### src/rtl/envelope_pkg.sv
// Shared types, packet field offsets and output volume scaling for the note envelope stage.
package envelope_pkg;

  localparam int PACKET_SIZE = 24;
  typedef logic [PACKET_SIZE-1:0] packetType;

  localparam int TUNE_LSB = 8;
  localparam int TUNE_W   = 16;
  localparam int VOL_LSB  = 0;
  localparam int VOL_W    = 8;

  typedef enum logic [2:0] {
    IDLE,
    ATTACK,
    DECAY,
    SUSTAIN,
    RELEASE
  } envState_t;

  // level x volume, keeping the high byte rounded to nearest without wrapping past 0xFF
  function automatic logic [7:0] scale_vol(input logic [7:0] level, input logic [7:0] vol);
    logic [15:0] prod;
    prod = 16'(level) * 16'(vol);
    if (prod[7] && !(&prod[15:8])) scale_vol = prod[15:8] + 8'd1;
    else                           scale_vol = prod[15:8];
  endfunction

endpackage

### src/rtl/envelope_step_timer.sv
// Envelope step prescaler: raises step on every TICK_DIV-th tick.
module envelope_step_timer #(
  parameter int TICK_DIV = 64
) (
  input  logic clk,
  input  logic reset,
  input  logic tick,
  output logic step
);

  localparam int CW = (TICK_DIV > 1) ? $clog2(TICK_DIV) : 1;
  localparam logic [CW-1:0] LAST = CW'(TICK_DIV - 1);

  logic [CW-1:0] count_q, count_d;

  assign step = tick && (count_q == LAST);

  always_comb begin
    count_d = count_q;
    if (tick) count_d = (count_q == LAST) ? '0 : count_q + 1'b1;
  end

  always_ff @(posedge clk) begin
    if (reset) count_q <= '0;
    else       count_q <= count_d;
  end

endmodule

### src/rtl/note_envelope.sv
// Per-track ADSR amplitude envelope between the SPI receiver and the tone generator.
// Define ENVELOPE_RETRIGGER_EN to restart the attack on a tune change; otherwise tune changes are legato.
module note_envelope
  import envelope_pkg::*;
#(
  parameter int TICK_DIV      = 64,
  parameter int ATTACK_INC    = 8,
  parameter int DECAY_DEC     = 4,
  parameter int SUSTAIN_LEVEL = 192,
  parameter int RELEASE_DEC   = 2
) (
  input  logic                   clk,
  input  logic                   reset,
  input  logic                   tick,
  input  logic [PACKET_SIZE-1:0] notePacketIn,
  output logic [PACKET_SIZE-1:0] notePacketOut,
  output logic                   active
);

  localparam logic [9:0] DECAY_FLOOR   = 10'(SUSTAIN_LEVEL + DECAY_DEC);
  localparam logic [9:0] RELEASE_FLOOR = 10'(RELEASE_DEC);

  envState_t         state_q, state_d;
  logic [7:0]        level_q, level_d;
  logic [TUNE_W-1:0] held_tune_q, held_tune_d;
  logic [VOL_W-1:0]  held_vol_q, held_vol_d;
  packetType         pkt_out_q, pkt_out_d;

  logic              step;
  logic              event_hit;
  logic [TUNE_W-1:0] tune_in;
  logic [VOL_W-1:0]  vol_in;
  logic [8:0]        attack_sum;

  assign tune_in    = notePacketIn[TUNE_LSB +: TUNE_W];
  assign vol_in     = notePacketIn[VOL_LSB +: VOL_W];
  assign attack_sum = {1'b0, level_q} + 9'(ATTACK_INC);

  envelope_step_timer #(.TICK_DIV(TICK_DIV)) u_step_timer (
    .clk   (clk),
    .reset (reset),
    .tick  (tick),
    .step  (step)
  );

  always_comb begin
    state_d     = state_q;
    level_d     = level_q;
    held_tune_d = held_tune_q;
    held_vol_d  = held_vol_q;
    pkt_out_d   = pkt_out_q;
    event_hit   = 1'b0;

    if (tick) begin
      // output reflects the envelope as it stood before this tick's update
      pkt_out_d = {held_tune_q, scale_vol(level_q, held_vol_q)};
      if (state_q != IDLE && state_q != RELEASE) held_vol_d = vol_in;

      case (state_q)
        IDLE, RELEASE: begin
          if (tune_in != '0) begin
            held_tune_d = tune_in;
            state_d     = ATTACK;
            event_hit   = 1'b1;
          end
        end
        default: begin
          if (tune_in == '0) begin
            state_d   = RELEASE;
            event_hit = 1'b1;
          end else if (tune_in != held_tune_q) begin
            held_tune_d = tune_in;
`ifdef ENVELOPE_RETRIGGER_EN
            state_d     = ATTACK;
            event_hit   = 1'b1;
`endif
          end
        end
      endcase

      if (step && !event_hit) begin
        case (state_q)
          ATTACK: begin
            if (attack_sum >= 9'd255) begin
              level_d = 8'd255;
              state_d = DECAY;
            end else begin
              level_d = attack_sum[7:0];
            end
          end
          DECAY: begin
            if ({2'b00, level_q} <= DECAY_FLOOR) begin
              level_d = 8'(SUSTAIN_LEVEL);
              state_d = SUSTAIN;
            end else begin
              level_d = level_q - 8'(DECAY_DEC);
            end
          end
          RELEASE: begin
            if ({2'b00, level_q} <= RELEASE_FLOOR) begin
              level_d     = 8'd0;
              state_d     = IDLE;
              held_tune_d = '0;
            end else begin
              level_d = level_q - 8'(RELEASE_DEC);
            end
          end
          default: ;
        endcase
      end
    end
  end

  always_ff @(posedge clk) begin
    if (reset) begin
      state_q     <= IDLE;
      level_q     <= '0;
      held_tune_q <= '0;
      held_vol_q  <= '0;
      pkt_out_q   <= '0;
    end else begin
      state_q     <= state_d;
      level_q     <= level_d;
      held_tune_q <= held_tune_d;
      held_vol_q  <= held_vol_d;
      pkt_out_q   <= pkt_out_d;
    end
  end

  assign notePacketOut = pkt_out_q;
  assign active        = (state_q != IDLE);

endmodule

### config.mk
export PLATFORM = sky130hd
export DESIGN_NAME = note_envelope
export DESIGN_NICKNAME = d
export VERILOG_FILES = /design/src/rtl/envelope_pkg.sv /design/src/rtl/envelope_step_timer.sv /design/src/rtl/note_envelope.sv
export SDC_FILE = /design/constraint.sdc
export NUM_CORES = 1
export LEC_CHECK = 0
export ABC_CLOCK_PERIOD_IN_PS = 5750
export BUFFER_PORTS_ARGS = -buffer_cell sky130_fd_sc_hd__buf_2
export CAP_MARGIN = 20
export CORE_AREA = 2 2 129 131
export CTS_CLUSTER_DIAMETER = 40
export DETAILED_ROUTE_END_ITERATION = 6
export DIE_AREA = 0 0 131 133
export HOLD_SLACK_MARGIN = 0.05
export SLEW_MARGIN = 20
export SYNTH_ARGS = -nofsm -noshare
export SYNTH_HDL_FRONTEND = slang
export SYNTH_SLANG_ARGS = --single-unit
### constraint.sdc
create_clock -name clk -period 5.75 [get_ports clk]
set_clock_uncertainty 0.2 [all_clocks]
set_input_delay 0.575 -clock clk [delete_from_list [all_inputs] [get_ports clk]]
set_output_delay 0.575 -clock clk [all_outputs]
set_load 0.005 [all_outputs]
# == After elaboration in Yosys (flattened, before gate mapping) ==
# Index checks and enable logic that the tools add are counted.
# op_classes
addsub,5
n_mul,1
div_mod_pow,0
magnitude_cmp,3
eq_ne,6
shift,0
muxes,25
bitwise,0
reduce_logical,15
# ops
operator,count
$mux 16,7
$mux 8,4
$pmux 8 s3,1
$mux 3,7
$logic_not 16->1,1
$mul 8x8->16,1
$ne 16x16->1,1
$reduce_bool 16->1,1
$add 8x4->9 const B,1
$ge 9x8->1 const B,1
$pmux 3 s3,1
$add 8x1->8 const B,1
$le 8x2->1 const B,1
$le 8x8->1 const B,1
$reduce_and 8->1,1
$sub 8x2->8 const B,1
$sub 8x3->8 const B,1
$add 6x1->6 const B,1
$eq 6x6->1 const B,1
$mux 6,1
$reduce_bool 3->1,2
$logic_and 1x1->1,4
$mux 1,4
$eq 3x1->1 const B,1
other kinds (8),9
# totals
regBits,65
latchBits,0
ram_bits,0
rom_bits,0
in_bits,27
elab_cells,61
mem_count,0

# == Depth between registers and ports, before layout ==
# Gate-level depths: netlist of run 1.
# logic_depth
word_depth,7
mapped_depth,21
ltp_nobuf,18

# == By module ==
# Synthesis of run 1 repeated with hierarchy kept, for this count alone.
# unflattened
cells_unflattened,669
hier_area_um2,5615.4
# by_module_without_submodules
mod,n_inst,cells_per_inst,area_per_inst_um2,seq_area_each_um2
note_envelope,1,643,5358.9,1181.1
envelope_step_timer,1,26,256.5,120.1

# == Worst setup path after synthesis of run 1 ==
# OpenSTA, ideal clock, no wires.
# synth_timing
path_type,reg-to-reg
from,reg level_q[4]
to,"reg pkt_out_q[1], in the netlist notePacketOut[1]"
arrival_ns,5.089
t_required_ns,5.428
path_slack_ns,0.339
stages_incl_launch_ff,22
synth_period_minus_slack_ns,5.411
cell_sequence,dfxtp_1 clkbuf_1 clkbuf_1 nand2_1 fa_1 fa_1 inv_1 fa_1 inv_1 fa_1 inv_1 ha_1 clkbuf_8 o211ai_2 a21oi_1 a21boi_0 xnor2_2 ha_1 and4_1 buf_2 a21boi_1 o311a_1
# synth_between
elab_chain_cells,5
word_cells_on_any_way,6
cone_classes,add/sub: 1; mul: 1; mux: 1; reduce/logical: 3
# synth_rtl
element,line_no,rtl
start: declaration,note_envelope.sv:24,"logic [7:0] level_q, level_d;"
start signal: assignment,note_envelope.sv:123,level_q <= level_d;
$mul 8x8->16 *,envelope_pkg.sv:23,prod = 16'(level) * 16'(vol);
branches (longest 3 deep; another with $add 8x1->8),--,
$mux 8 *,envelope_pkg.sv:24,if (prod[7] && !(&prod[15:8])) scale_vol = prod[15:8] + 8'd1;
end signal: assignment,note_envelope.sv:126,pkt_out_q <= pkt_out_d;
end: declaration,note_envelope.sv:27,"packetType pkt_out_q, pkt_out_d;"
# Mark *: on every way between the ends.
# A chain may end at the register's enable or synchronous reset.

# == Final worst setup path of run 1 ==
# layout_timing
from,reg level_q[2]
to,"reg pkt_out_q[1], in the netlist notePacketOut[1]"
# Same word-level chain as after synthesis.

==> results.json, run 1 <==
{
  "slowest_stage": "fa_1",
  "start_util_pct": 35.8,
  "clock_latency_ns": 0.33,
  "core_um2": 16200,
  "crit_top_cell": "fa_1",
  "hp-start": "notePacketOut[4]",
  "worstPathCellList": "nand2_1, fa_1, fa_1, inv_1, fa_1, inv_1, fa_1, inv_1, ha_2, o211ai_2, a21oi_1, a21boi_0, xnor2_2, ha_1, and4_2, a21boi_1, o311a_1",
  "worstSetupStartpointType": "flip-flop",
  "die_area_um2": 17400,
  "ys_warn_count": 0,
  "grt_pass1_wl_um": 22200,
  "cts_num_sinks": 65,
  "outcome": "finished clean",
  "power_density_nw_per_um2": 169,
  "synth-edff-count": 0,
  "finalCriticalPeriod_ns": 5.41,
  "r2r_cells": 17,
  "overflow": 0,
  "holdPathEnd": "notePacketOut[4]",
  "synth_area_um2": 5780,
  "antenna_found_initial": 0,
  "grt_max_degree": 67,
  "total_power_mw": 1.10,
  "synth_async_sr_flop_share_pct": 0,
  "cp_max_fo": 9,
  "drv_cap": 0,
  "wl_per_cell_um": 14.2,
  "slowest_delay_ns": 0.56,
  "dr.pass1.iters": 5,
  "grt_usage_pct": 15.7,
  "synth_nets": 781,
  "yosys.area.top_type": "dfxtp_1",
  "tightest_slew_ns": 1.10,
  "cp.required_ns": 5.77,
  "max_slew_margin_pct": 26.3,
  "numCtsBuffers": 9,
  "numPortBuffers": 51,
  "synth_commonest_cells": "67 x nor2_1, 65 x dfxtp_1, 52 x inv_1",
  "dp_hpwl_um": 9980,
  "fin_crit_sh_pct": 94.1,
  "reg2reg_from": "level_q[2]",
  "vias": 4810,
  "path_buf_inv": 3,
  "hold-path-cell-count": 2,
  "path_class": "reg -> reg",
  "drc_errors": 0,
  "rr_endpoint": "notePacketOut[1]",
  "postRouteAntennaNets": 0,
  "yosysMostFrequentCell": "nor2_1",
  "diodes": 0,
  "rsz0062_at_grt": "false",
  "yosysUniqueCellTypes": 80,
  "nets": 816,
  "rows": 47,
  "setup_violations": 0,
  "syn_inst": 675,
  "path_delay_family": "adder cells",
  "totalWireLength_um": 13200,
  "clock.fmax_ghz": 0.185,
  "area_delta_synth_final_pct": 11.8,
  "hold_viol": 0,
  "drt_iter0_drc": 292,
  "ys_seq_area_share_pct": 22.5,
  "viasPerCell": 5.14,
  "die_h_um": 133,
  "min-delay-path-class": "reg -> reg",
  "irDropWorstVdd_mv": 0.183,
  "final.setup.tns_ns": 0,
  "final_max_slew_viol_count": 0,
  "synth_seq_cells": 65,
  "path_clk_slew_ns": 0.06,
  "first_global_vias": 4406,
  "holdBufCountCts": 0,
  "cp_data_arrival_time_ns": 5.43,
  "cts_buffer_depth": 2,
  "synthTopCellsByArea": "dfxtp_1 23%, fa_1 12%, ha_1 9.5%, and2_1 5.4%, xnor2_1 4.5%",
  "cts_tree": "built",
  "gp_congestion": 0.845,
  "power.leakage_nw": 2.88,
  "h-tree-depth": 3,
  "chipWidth_um": 131,
  "endpoint_kind": "flip-flop",
  "ys.flop_type": "dfxtp_1",
  "io_pins": 52,
  "drive_above_1_share_pct": 14.8,
  "avgSynthCellArea_um2": 8.57,
  "ff2ff_setup_slack_ns": 0.34,
  "clock_tree.root_cell": "clkbuf_16",
  "netlist.area_leader.share_pct": 22.5
}
[layout by cell type, fill, tap and decap left out, types with 16 or more instances in the layout]
cell / count
nand4_1: 18
buf_2: 51
mux2i_1: 18
xnor2_1: 30
nor2_1: 67
dfxtp_1: 63
nand2_1: 46
and2_1: 50
fa_1: 35
ha_1: 43
inv_1: 52
a21oi_1: 42
a22oi_1: 16
nand3_1: 22
[what timing repair did]
item	CTS	global route
endpoints found under the hold margin	0	0
gates resized for setup	0	5
endpoints found under the setup margin	0	6
buffers inserted	0	1
[power breakdown]
part / switching (mW) / internal, mW
logic: 0.0573 / 0.0429
clock network: 0.205 / 0.304
registers: 0.0189 / 0.468
total: 0.281 / 0.814
[registers in the layout, summed over array words and instances (netlist names)]
signal / cells
u_step_timer.count_q: 6
state_q: 3
notePacketOut: 24
held_tune_q: 16
held_vol_q: 8
level_q: 8
[worst reg2reg max path, delay by kind of cell, from the launching register on]
kind | cells | cell delay, ns
AOI/OAI and AO/OA | 5 | 0.95
xor gates and xnor gates | 1 | 0.29
adders and majority gates | 6 | 2.77
buffers and inverters | 3 | 0.15
DFF | 1 | 0.48
and+or+nand+nor | 2 | 0.44
[per-layer routing]
layer,up-vias,share of wire (%),wire (um),global-route usage [%]
li1,2420,-,-,-
met1,2281,51,6770,24.4
met2,103,44,5770,22.2
met3,6,4.4,588,3.11
met4,0,0.83,110,3.61
met5,-,0,0,0
[kinds of logic after synthesis]
group | after synthesis | synth area share (%)
simple gates | 246 | 22.1
compound gates | 134 | 16.8
mux | 20 | 3.57
buf+inv | 94 | 7.70
fa+ha+maj | 79 | 21.6
xor+xnor | 37 | 5.73
flops | 65 | 22.5
[area by class of cell]
class | instances | area, um^2
multi-input combinational | 516 | 4050
inverter | 52 | 195
clock inverter | 4 | 28.8
tap | 220 | 275
sequential | 65 | 1300
timing repair buffer | 66 | 368
fill | 1651 | 9710
clock buffer | 12 | 246
[through the flow]
step | instance area (um^2) | utilization (%) | std cells | hold WS, ns | worst slack (ns)
2_1_floorplan | 5780 | - | 675 | 0.256 | 0.339
3_3_place_gp | 6170 | 38.1 | 918 | 0.250 | 0.298
3_5_place_dp | 6170 | 38.1 | 918 | 0.258 | 0.237
4_1_cts | 6440 | 39.8 | 934 | 0.268 | 0.215
5_1_grt | 6460 | 40.0 | 935 | 0.305 | 0.00173
6_report | 6460 | 40.0 | 935 | 0.267 | 0.340
[how the worst max path moves through the flow]
stage / start / slack [ns] / cells past startpoint / endpoint
detailed placement: level_q[1] / 0.24 / 17 / notePacketOut[1]
global route: level_q[2] / 0.002 / 17 / notePacketOut[3]
finish: level_q[2] / 0.34 / 17 / notePacketOut[1]
floorplan: level_q[4] / 0.34 / 21 / notePacketOut[1]
global placement: level_q[1] / 0.30 / 17 / notePacketOut[1]
CTS: level_q[1] / 0.21 / 17 / notePacketOut[1]
Power figures use the tool's default switching activity.
==> run 2: changes to the inputs <==
- PLACE_DENSITY: default -> 0.64
==> run 2 against run 1 <==
  * First-iteration DRC count shrank 11%
  * Sequential share of layout area fell by 0.085 points
  * Critical path type unchanged
  * Utilization grew 0.093 points
  * Global-route usage grew 0.41 points
  * Flip-flop and latch count did not move
  * Critical path depth unchanged
  * Register-to-register slack got worse by 0.04 ns
  * Largest cell class unchanged
  * Highest routed layer unchanged
  * Critical endpoint unchanged
  * Final cell count did not move
  * Clock power is 7.3% higher
  * Combinational power is essentially flat
  * Routed wire length rose by 0.51%
  * Via count increased by 1.3%
==> results.json, run 2 (synthesis results as in run 1) <==
{
  "min-delay-path-class": "reg -> reg",
  "pre_cts_ws_ns": 0.199,
  "p_sw_uw": 289,
  "power.leakage_nw": 2.91,
  "die_h_um": 133,
  "wl_per_cell_um": 14.2,
  "antenna_found_initial": 0,
  "worstSetupStartpointType": "flip-flop",
  "clock.fmax_ghz": 0.183,
  "path_buf_inv": 3,
  "fillers": 1666,
  "dp_hpwl_um": 9980,
  "tightest_slew_ns": 1.07,
  "numCtsBuffers": 9,
  "hold_viol": 0,
  "swShare_pct": 25.5,
  "drc_errors": 0,
  "h-tree-depth": 3,
  "final_max_slew_viol_count": 0,
  "seqPwrFrac_pct": 43.1,
  "area_delta_synth_final_pct": 12.1,
  "routed.top_layer": "met4",
  "p_clk_share_pct": 48.2,
  "first_global_vias": 4624,
  "fin_crit_sh_pct": 94.9,
  "drv_cap": 0,
  "rows": 47,
  "grt_max_degree": 67,
  "totalWireLength_um": 13300,
  "numPortBuffers": 51,
  "postRouteAntennaNets": 0,
  "grt_usage_pct": 16.1,
  "viasPerCell": 5.21,
  "total_power_mw": 1.13,
  "post-route-worst-setup-slack_ns": 0.295,
  "p_int_uw": 844,
  "nets": 816,
  "drive_above_1_share_pct": 14.5,
  "final_cell_mix": "67 x nor2_1, 65 x dfxtp_1, 52 x inv_1",
  "finalCriticalPeriod_ns": 5.45,
  "chipWidth_um": 131,
  "grt_pass1_wl_um": 22900,
  "worstPathCellList": "nand2_1, fa_1, fa_1, inv_1, fa_1, inv_1, fa_1, inv_1, ha_2, o211ai_2, a21oi_1, a21boi_0, xnor2_2, ha_1, and4_2, a21boi_1, o311a_1",
  "crit_top_cell": "fa_1",
  "cp_max_fo": 9,
  "start_util_pct": 35.8,
  "path_clk_slew_ns": 0.06,
  "drt-met1-wl_um": 6590,
  "cts_buffer_depth": 2,
  "dr.pass1.iters": 5,
  "fin_util_pct": 40.1,
  "overflow": 0,
  "dp.cells": 917,
  "diodes": 0,
  "clock_latency_ns": 0.34,
  "io_pins": 52,
  "cp_data_arrival_time_ns": 5.48,
  "path_class": "reg -> reg",
  "cp.required_ns": 5.78,
  "wl_met3_um": 656,
  "slowest_stage": "fa_1",
  "p_comb_share_pct": 8.7,
  "mostFrequentLayoutCell": "nor2_1",
  "outcome": "finished clean",
  "rsz0062_at_grt": "false",
  "fin_cells": 935,
  "path_delay_family": "adder cells",
  "holdBufCountCts": 0,
  "die_area_um2": 17400,
  "max_slew_margin_pct": 28.2,
  "final.setup.tns_ns": 0,
  "slowest_delay_ns": 0.55,
  "irDropWorstVdd_mv": 0.163,
  "cts_tree": "built",
  "endpoint_kind": "flip-flop",
  "largest_reg_flops": 24,
  "vias": 4871,
  "gp_congestion": 0.851,
  "drt_iter0_drc": 260,
  "wl_met2_um": 5930,
  "setup_violations": 0,
  "power_density_nw_per_um2": 175,
  "core_um2": 16200,
  "cts_num_sinks": 65,
  "clock_tree.root_cell": "clkbuf_16"
}
run 2: changes by cell type in the layout (fill, tap and decap cells not counted), sizes merged:
cell	change
bufinv	+1
clkbuf	-3
clkinv	+1
inv	+1
run 2: worst paths after layout:
path              slack (ns)               end             start  cells past startpoint
setup reg to reg        0.30  notePacketOut[1]     held_vol_q[7]                     17
setup / recovery        0.30  notePacketOut[1]     held_vol_q[7]                     17
hold reg to reg         0.26  notePacketOut[4]  notePacketOut[4]                      2
hold / removal          0.26  notePacketOut[4]  notePacketOut[4]                      2
run 2: what timing repair did:
item,in CTS,in global routing
endpoints found under the setup margin,0,7
hold endpoints to repair,0,0
resized for setup,0,3
buffers inserted,0,2
run 2: final cells by class:
cell class / instances / area, um^2 / share of cell area [%]
clock buffer: 9 / 225 / 3.48
clock inverter: 7 / 68.8 / 1.06
inverter: 52 / 195 / 3.01
multi-input combinational: 516 / 4050 / 62.4
sequential: 65 / 1300 / 20.1
tap: 220 / 275 / 4.25
timing repair buffer: 66 / 368 / 5.68
run 2: routing by layer:
layer	global-route usage (%)	vias up
met5	0	-
met4	3.90	0
met3	3.15	14
met2	23.7	108
met1	24.2	2334
li1	-	2415
run 2: tightest hold or removal path, stage by stage (launching register included):
cell and delay [ns]:
dfxtp_1 0.30, nand2_1 0.06, a21oi_1 0.05
run 2: stage by stage:
stage,hold slack [ns],instance area (um^2)
floorplan,0.256,5780
global placement,0.248,6160
detailed placement,0.256,6160
CTS,0.264,6450
global route,0.296,6480
finish,0.264,6480
run 2: power groups by stage:
stage          logic, mW  clock network, mW  registers [mW]
4_1_cts           0.0996              0.553           0.488
3_5_place_dp      0.0990                  0           0.497
3_3_place_gp      0.0986                  0           0.497
2_1_floorplan     0.0696                  0           0.490
6_report          0.0987              0.546           0.488
5_1_grt            0.110              0.574           0.491
